[src/rtl/otter_run_controller.sv]
// otter_run_controller
//   Sequences a run of the OTTER core: holds the core in reset for
//   RESET_CYCLES after START, then releases it and plays a small
//   time-scheduled switch stimulus table onto SWITCHES. The run ends on the
//   first of: a write to RESULT_ADDR (pass/fail from the data), the PC staying
//   unchanged for STALL_CYCLES cycles, or CYCLES reaching TIMEOUT.
//
// Ports
//   CLK, RST            clock, synchronous active-high reset
//   START               begin a run (accepted in IDLE or DONE only)
//   CFG_WE/ADDR/SW/DWELL stimulus table write port (IDLE or DONE only)
//   CFG_COUNT           number of valid table entries, latched on START
//   CPU_PC              core program counter, watched for self-loops
//   IO_WR/ADDR/DATA     core MMIO write bus, watched for the result write
//   CPU_RST             reset to the core (low only in RUN)
//   SWITCHES            stimulus to the core switch input
//   BUSY, DONE          run in progress / run finished
//   PASS, FAIL_CODE     outcome: 0 pass, 1 wrong value, 2 PC stall, 3 timeout
//   CYCLES              RUN cycles elapsed, frozen once DONE
module otter_run_controller #(
  parameter int          SW_WIDTH     = 16,
  parameter int          DEPTH        = 8,
  parameter int          DWELL_W      = 16,
  parameter int          RESET_CYCLES = 30,
  parameter int          STALL_CYCLES = 8,
  parameter int          TIMEOUT      = 1000000,
  parameter logic [31:0] RESULT_ADDR  = 32'h1100_00F0,
  parameter logic [31:0] PASS_VALUE   = 32'h0000_600D
) (
  input  logic                       CLK,
  input  logic                       RST,
  input  logic                       START,
  input  logic                       CFG_WE,
  input  logic [$clog2(DEPTH)-1:0]   CFG_ADDR,
  input  logic [SW_WIDTH-1:0]        CFG_SW,
  input  logic [DWELL_W-1:0]         CFG_DWELL,
  input  logic [$clog2(DEPTH):0]     CFG_COUNT,
  input  logic [31:0]                CPU_PC,
  input  logic                       IO_WR,
  input  logic [31:0]                IO_ADDR,
  input  logic [31:0]                IO_DATA,
  output logic                       CPU_RST,
  output logic [SW_WIDTH-1:0]        SWITCHES,
  output logic                       BUSY,
  output logic                       DONE,
  output logic                       PASS,
  output logic [1:0]                 FAIL_CODE,
  output logic [31:0]                CYCLES
);

  localparam int AW  = $clog2(DEPTH);
  localparam int EW  = SW_WIDTH + DWELL_W;
  localparam int HW  = $clog2(RESET_CYCLES + 1);
  localparam int SCW = $clog2(STALL_CYCLES + 1);
  localparam logic [HW-1:0]  HOLD_LOAD = HW'(RESET_CYCLES - 1);
  localparam logic [SCW-1:0] STALL_LAST = SCW'(STALL_CYCLES - 1);
  localparam logic [AW-1:0]  LAST_IDX   = AW'(DEPTH - 1);

  typedef enum logic [1:0] {
    S_IDLE = 2'd0,
    S_HOLD = 2'd1,
    S_RUN  = 2'd2,
    S_DONE = 2'd3
  } state_t;

  state_t              state_q, state_d;
  logic [HW-1:0]       hold_q, hold_d;
  logic [AW:0]         count_q, count_d;
  logic [AW-1:0]       index_q, index_d;
  logic [DWELL_W-1:0]  dwell_q, dwell_d;
  logic [SW_WIDTH-1:0] sw_q, sw_d;
  logic [31:0]         pc_q, pc_d;
  logic                pc_valid_q, pc_valid_d;
  logic [SCW-1:0]      stall_q, stall_d;
  logic [31:0]         cycles_q, cycles_d;
  logic                pass_q, pass_d;
  logic [1:0]          fail_q, fail_d;

  // Stimulus table: {switch value, dwell} per entry, registered read.
  logic [EW-1:0]       stim_mem [DEPTH];
  logic [EW-1:0]       rd_q;
  logic [AW-1:0]       rd_addr;
  logic                cfg_we_ok;

  logic [31:0]         cycles_inc;
  logic                pc_same;
  logic                stall_hit;
  logic                result_hit;
  logic                timeout_hit;
  logic                hold_entry;

  assign cfg_we_ok = CFG_WE && !RST && (state_q == S_IDLE || state_q == S_DONE);

  // rd_q always carries the entry that would be loaded at the next load
  // point: entry 0 before RUN, entry index+1 during RUN. A write landing on
  // the address being read is forwarded so a START on the same edge as the
  // last table write still sees the new entry.
  always_ff @(posedge CLK) begin
    if (cfg_we_ok) begin
      stim_mem[CFG_ADDR] <= {CFG_SW, CFG_DWELL};
    end
    if (cfg_we_ok && CFG_ADDR == rd_addr) begin
      rd_q <= {CFG_SW, CFG_DWELL};
    end else begin
      rd_q <= stim_mem[rd_addr];
    end
  end

  always_ff @(posedge CLK) begin
    if (RST) begin
      state_q    <= S_IDLE;
      hold_q     <= '0;
      count_q    <= '0;
      index_q    <= '0;
      dwell_q    <= '0;
      sw_q       <= '0;
      pc_q       <= '0;
      pc_valid_q <= 1'b0;
      stall_q    <= '0;
      cycles_q   <= '0;
      pass_q     <= 1'b0;
      fail_q     <= 2'd0;
    end else begin
      state_q    <= state_d;
      hold_q     <= hold_d;
      count_q    <= count_d;
      index_q    <= index_d;
      dwell_q    <= dwell_d;
      sw_q       <= sw_d;
      pc_q       <= pc_d;
      pc_valid_q <= pc_valid_d;
      stall_q    <= stall_d;
      cycles_q   <= cycles_d;
      pass_q     <= pass_d;
      fail_q     <= fail_d;
    end
  end

  always_comb begin
    state_d     = state_q;
    hold_d      = hold_q;
    count_d     = count_q;
    index_d     = index_q;
    dwell_d     = dwell_q;
    sw_d        = sw_q;
    pc_d        = pc_q;
    pc_valid_d  = pc_valid_q;
    stall_d     = stall_q;
    cycles_d    = cycles_q;
    pass_d      = pass_q;
    fail_d      = fail_q;
    pc_same     = 1'b0;
    stall_hit   = 1'b0;
    result_hit  = 1'b0;
    timeout_hit = 1'b0;
    hold_entry  = 1'b0;
    cycles_inc  = (cycles_q == 32'hFFFF_FFFF) ? cycles_q : cycles_q + 32'd1;

    case (state_q)
      S_IDLE, S_DONE: begin
        if (START) begin
          state_d  = S_HOLD;
          hold_d   = HOLD_LOAD;
          count_d  = CFG_COUNT;
          sw_d     = '0;
          cycles_d = '0;
          pass_d   = 1'b0;
          fail_d   = 2'd0;
        end
      end

      S_HOLD: begin
        if (hold_q == '0) begin
          state_d    = S_RUN;
          index_d    = '0;
          dwell_d    = rd_q[DWELL_W-1:0];
          sw_d       = (count_q == '0) ? '0 : rd_q[EW-1:DWELL_W];
          pc_valid_d = 1'b0;
          stall_d    = '0;
        end else begin
          hold_d = hold_q - 1'b1;
        end
      end

      S_RUN: begin
        cycles_d   = cycles_inc;
        pc_d       = CPU_PC;
        pc_valid_d = 1'b1;
        // The first RUN cycle has no previous PC to compare against.
        pc_same    = pc_valid_q && (CPU_PC == pc_q);
        stall_d    = pc_same ? stall_q + 1'b1 : '0;
        stall_hit  = pc_same && (stall_q == STALL_LAST);
        result_hit = IO_WR && (IO_ADDR == RESULT_ADDR);
        timeout_hit = (cycles_inc == 32'(TIMEOUT));

        if (result_hit) begin
          state_d = S_DONE;
          pass_d  = (IO_DATA == PASS_VALUE);
          fail_d  = (IO_DATA == PASS_VALUE) ? 2'd0 : 2'd1;
        end else if (stall_hit) begin
          state_d = S_DONE;
          pass_d  = 1'b0;
          fail_d  = 2'd2;
        end else if (timeout_hit) begin
          state_d = S_DONE;
          pass_d  = 1'b0;
          fail_d  = 2'd3;
        end else begin
          // A dwell of 0 never counts down, so dwell_q==0 marks a
          // hold-forever entry; countdown advances when it reaches 1.
          hold_entry = (dwell_q == '0) || (count_q == '0) ||
                       ({1'b0, index_q} == count_q - 1'b1) ||
                       (index_q == LAST_IDX);
          if (!hold_entry) begin
            if (dwell_q == DWELL_W'(1)) begin
              index_d = index_q + 1'b1;
              dwell_d = rd_q[DWELL_W-1:0];
              sw_d    = rd_q[EW-1:DWELL_W];
            end else begin
              dwell_d = dwell_q - 1'b1;
            end
          end
        end
      end

      default: state_d = S_IDLE;
    endcase

    rd_addr = (state_d == S_RUN) ? index_d + 1'b1 : '0;
  end

  assign CPU_RST   = (state_q != S_RUN);
  assign BUSY      = (state_q == S_HOLD) || (state_q == S_RUN);
  assign DONE      = (state_q == S_DONE);
  assign SWITCHES  = sw_q;
  assign PASS      = pass_q;
  assign FAIL_CODE = fail_q;
  assign CYCLES    = cycles_q;

endmodule

[config.mk]
export PLATFORM = sky130hd
export DESIGN_NAME = otter_run_controller
export DESIGN_NICKNAME = d
export VERILOG_FILES = /design/src/rtl/otter_run_controller.sv
export SDC_FILE = /design/constraint.sdc
export NUM_CORES = 1
export LEC_CHECK = 0
export CAP_MARGIN = 10
export CORE_AREA = 5 5 224 226
export DETAILED_ROUTE_END_ITERATION = 10
export DIE_AREA = 0 0 229 231
export GPL_ROUTABILITY_DRIVEN = 1
export PLACE_DENSITY = 0.58
export SETUP_SLACK_MARGIN = 0.15
export SYNTH_ARGS = -nofsm -noshare
export SYNTH_HDL_FRONTEND = slang
export SYNTH_SLANG_ARGS = --single-unit
[constraint.sdc]
create_clock -name CLK -period 4.95 [get_ports CLK]
set_input_delay 0.99 -clock CLK [delete_from_list [all_inputs] [get_ports CLK]]
set_output_delay 0.99 -clock CLK [all_outputs]
set_load 0.1 [all_outputs]
== Yosys cells after proc, flatten, opt, wreduce, memory -nomap -nowiden ==
Memory sizes are Yosys's and may differ from the RTL's. A register that Yosys moved wholly into a read port is not among the register bits.
Cells that the tools add are included.
Storage, ports and cells
  memory bits (writable): 256
  bits in registers: 118
  word-level logic and storage cells: 123
  output and inout bits: 54
  memories: 1
Memories
  stim_mem: depth 8, bits a word 32, read ports 1, clocked after memory_dff 1, wr ports 1, line 80  | logic [EW-1:0] stim_mem [DEPTH];
Operators by class
  multiplexer cells: 54
  reductions and logical operators: 26
  equality and inequality tests: 23
  add/sub/neg operators: 7
Operator list (count)
  2-to-1 mux 16 bit: 14
  2-to-1 mux 32 bit: 2
  case mux 32 bit (2 select lines): 1
  case mux 16 bit (3 select lines): 1
  adder 32 x 1 -> 32 bit, second input constant: 1
  == test 32 x 15 -> 1 bit, second input constant: 1
  == test 32 x 20 -> 1 bit, second input constant: 1
  == test 32 x 29 -> 1 bit, second input constant: 1
  == test 32 bit: 1
  == test 32 bit, second input constant: 1
  case mux 16 bit (2 select lines): 1
  2-to-1 mux 3 bit: 7
  2-to-1 mux 2 bit: 9
  inequality test 2 bit, second input constant: 9
  == test 16 x 1 -> 1 bit, second input constant: 1
  logical NOT 16 bit: 1
  subtractor 16 x 1 -> 16 bit, second input constant: 1
  2-to-1 mux 5 bit: 2
  case mux 5 bit (2 select lines): 1
  2-to-1 mux 1 bit: 8
  2-to-1 mux 4 bit: 2
  case mux 4 bit (2 select lines): 1
  AND reduction 7 bit: 1
  adder 3 x 1 -> 3 bit, second input constant: 2
  other kinds (24): 40

== Logic depth before layout (Yosys ltp) ==
  word-level depth: 11
  depth in mapped cells: 14
  mapped depth without buffers: 13

== Worst setup path before layout ==
OpenSTA, ideal clock, no wires.
  kind: input-to-reg
  start point: in RST
  end point: mem stim_mem[1][0] (netlist bit), enable pin
  data arrival time: 3.682 ns
  setup time: 0.461 ns
  setup slack: 0.806 ns
  buffers on the path: 1
  cell stages on the path: 4
  path through: clkbuf_1 > clkinv_1 > nand4_1 > nor3_1
Between the ends
  cells in the longest elaborated chain, start to end: 5
Ends and longest elaborated chain
  from (decl): line 31  | input logic RST,
  logical NOT 1 bit: line 92  | assign cfg_we_ok = CFG_WE && !RST && (state_q == S_IDLE || state_q == S_DONE);
  logical AND 1 bit (2 in series): line 92
  2-to-1 mux 1 bit: line 99  | if (cfg_we_ok) begin
  2-to-1 mux 1 bit (not written as such): line 100  | stim_mem[CFG_ADDR] <= {CFG_SW, CFG_DWELL};
  to (decl): line 80
No other way between the ends.

== Worst setup path in the final report ==
  start point: reg state_q[0]
  end point: out BUSY
Between the ends
  cells in the longest elaborated chain, start to end: 2
  elaborated cells between the ends (all ways): 3
  classes of those cells: eq/ne: 2; reduce/logical: 1
Ends and longest elaborated chain
  from (decl): line 66  | state_t state_q, state_d;
  from (signal assigned): line 124  | state_q <= state_d;
  == test 2 x 1 -> 1 bit or == test 2 bit (tied branches): line 233  | assign BUSY = (state_q == S_HOLD) || (state_q == S_RUN);
  logical OR 1 bit (*): line 233
  to (decl): line 44  | output logic BUSY,
Mark *: on every way between the ends. The rest lies on a longest branch, timed or not.

==> qor.yml <==
run_status:
  status: "finished clean"
place:
  io_buffers: 193
  dp_cells: 2033
  gp_congestion: 0.8488
  place_area_sq_mm: 0.01924
  pre_cts_ws_ns: 0.4020
  dpl.hpwl_microns: 27090
synthesis:
  synth_edf_count: 256
  yosysSeqAreaShare_pct: 60.89
  synth_area_leaders: "edfxtp_1 46%, dfxtp_1 15%, mux4_2 8.7%, mux2i_1 3.7%, nor2_1 2.5%"
  syn-num-nets: 1422
  syn_area_per_cell_sq_um: 13.08
  yosys_warnings: 0
  synth.top_cell.area_share_pct: 46.30
  async_reset_ff_share_pct: 0
  ys.flop_type: "edfxtp_1"
  syn-cell-area_sq_mm: 0.01660
  yosysUniqueCellTypes: 70
  postSynthCellCount: 1269
  ys_ff_latch: 377
  synth_top_cell_by_area: "edfxtp_1"
floorplanning:
  initial_utilization_pct: 34.49
  core.rowCount: 81
  pin_count: 194
  design.core.area_sq_mm: 0.04814
  die_w_microns: 229
  dieHeight_microns: 231
  die-area_sq_mm: 0.05290
setup_path:
  critPathLaunchType: "flop"
  cp_cell_sequence: "inv_1 > ha_2 > inv_1 > clkdlybuf4s50_1"
  cp_data_required_time_ns: 3.96
  cpLargestDelayFamily: "buffers and inverters"
  critPathMaxFanout: 19
  crit_top_cell: "inv_1"
  worstPathArrival_ns: 3.00
  critPathBufInv: 3
  critical_path_class: "reg -> out"
  critPathCaptureType: "primary output"
  max_stage_delay_ns: 1.25
  critPathSlowestCell: "clkdlybuf4s50_1"
sta:
  fin_skew_ns: 0.02180
  setup_viol: 0
  relSlewSlack_pct: 26.38
  setup_tns_ns: 0
  min_period_ns: 3.986
  worst_pin_slew_ns: 1.101
  hold_ws_ns: 0.4781
  fmax_mhz: 250.9
  rsz0062_at_grt: "no"
  drv_slew: 0
  finalHoldViolations: 0
  setup_slack_ns: 0.9643
  fin_crit_sh_pct: 80.52
detailed_routing:
  drt_iter0_markers: 836
  top_layer_used: "met5"
  drc_errors: 0
  viasPerCell: 5.341
  antenna_left: 0
  num_vias: 11290
  dr.pass1.iters: 5
  drt-total-wl_microns: 42430
  wl_met2_microns: 20290
  wl_met3_microns: 2951
  drt-met1-wl_microns: 18470
  routedWlPerCell_microns: 20.07
global_routing:
  grtUsageTotal_pct: 15.59
  antenna_found_initial: 3
  grt_pass1_wl_microns: 65780
  grt_max_degree: 100
  overflow: 0
  grt_pass1_vias: 11210
power:
  power.density_mw_per_mm2: 366.9
  power_leakage_nw: 6.431
  power_mw: 7.577
  vdd_drop_max_v: 0.0002927
hold_path:
  hold_class: "reg -> reg"
finish:
  n_fill_cell: 4411
  seq_area_sq_mm: 0.01012
  syn2layout_area_growth_pct: 24.39
  fin_cells: 2114
  nets: 1609
  stdcell_area_sq_mm: 0.02065
  layout.cells.most_common: "edfxtp_1"
  drive_gt1_share_pct: 13.56
  final_core_util_pct: 42.90
  final_cell_mix: "256 x edfxtp_1, 192 x clkdlybuf4s50_1, 118 x dfxtp_1"
  multi_input_area_sq_mm: 0.006148
clocking:
  root_buffer: "clkbuf_16"
  ctsHoldBuffers: 0
  cts_setup_buffers: 0
  clk_pin_slew_ns: 0.06
  cts_buffers: 43
  cts_resized: 0
  clock_latency_ns: 0.57
  htree_levels: 2
  cts_sinks: 377
  cts_buffer_depth: 3
  cts_tree: "done"
job:
  maxCapViolCount: 0
## path summary, 6_finish.rpt
check | from | to | slack (ns) | cells after the start
max reg2reg | CYCLES[0]$_SDFFE_PP0P_ | flop | 1.13 | 13
min reg2reg | PASS$_SDFFE_PP0P_ | PASS$_SDFFE_PP0P_ | 0.48 | 2
max | state_q[0]$_SDFF_PP0_ | BUSY | 0.96 | 4
min | PASS$_SDFFE_PP0P_ | PASS$_SDFFE_PP0P_ | 0.48 | 2
## layer usage
metal	global-route usage, %	vias to the layer above
li1	-	5285
met1	20.64	5583
met2	26.02	365
met3	3.997	55
met4	3.514	2
met5	0	-
## worst register-to-register path, cell delays in order, from the launching register on
cell and delay (ns):
dfxtp_1 0.43, ha_1 0.31, nand4_1 0.25, or4_1 0.59
and3_1 0.21, o21ai_0 0.17, o311ai_0 0.18, and4_4 0.24
a2111o_1 0.53, mux2i_1 0.16, o21ai_1 0.20, ha_1 0.20
nor3_1 0.05, nor3b_1 0.20
## synthesized netlist by cell type (all sizes together), types with 12 or more instances
| master | n |
|---|---|
| nor4 | 26 |
| or3 | 14 |
| edfxtp | 256 |
| ha | 13 |
| nand2 | 73 |
| nand4 | 28 |
| inv | 18 |
| dfxtp | 121 |
| xnor2 | 33 |
| nor2 | 112 |
| o31ai | 29 |
| o211ai | 13 |
| a21oi | 52 |
| mux4 | 64 |
| buf | 28 |
| clkbuf | 49 |
| a311oi | 12 |
| o21ai | 61 |
| mux2i | 62 |
| nor3 | 28 |
| nand3 | 51 |
## sequential cells by signal, summed over array words and instances, names as in the netlist, 2 cells and up, named ones only
| register | count |
|---|---|
| FAIL_CODE | 2 |
| state_q | 2 |
| CYCLES | 32 |
| stall_q | 4 |
| stim_mem | 256 |
| pc_q | 32 |
| hold_q | 5 |
| count_q | 4 |
| SWITCHES | 16 |
| dwell_q | 16 |
| index_q | 3 |
## cell families after synthesis
| family | share of synthesized area (%) |
|---|---|
| compound gates | 8.425 |
| simple gates | 12.07 |
| flops | 60.89 |
| buf+inv | 2.426 |
| mux | 13.10 |
| xor+xnor | 2.110 |
| fa+ha+maj | 0.9797 |
## area by class of cell
type / instances / share of cell area, %
clock inverters: 22 / 1.242
repair buffers: 219 / 10.29
multi-input cells: 795 / 29.77
flip-flops and latches: 377 / 48.98
well taps: 622 / 3.768
inverters: 20 / 0.3635
clock buffers: 57 / 5.562
diodes: 2 / 0.02423
## report_power, final
group	total [mW]	internal, mW	switching, mW
combinational	0.901	0.379	0.522
sequential	3.52	3.44	0.0786
clock	3.16	1.86	1.30
Power figures use the tool's default switching activity.
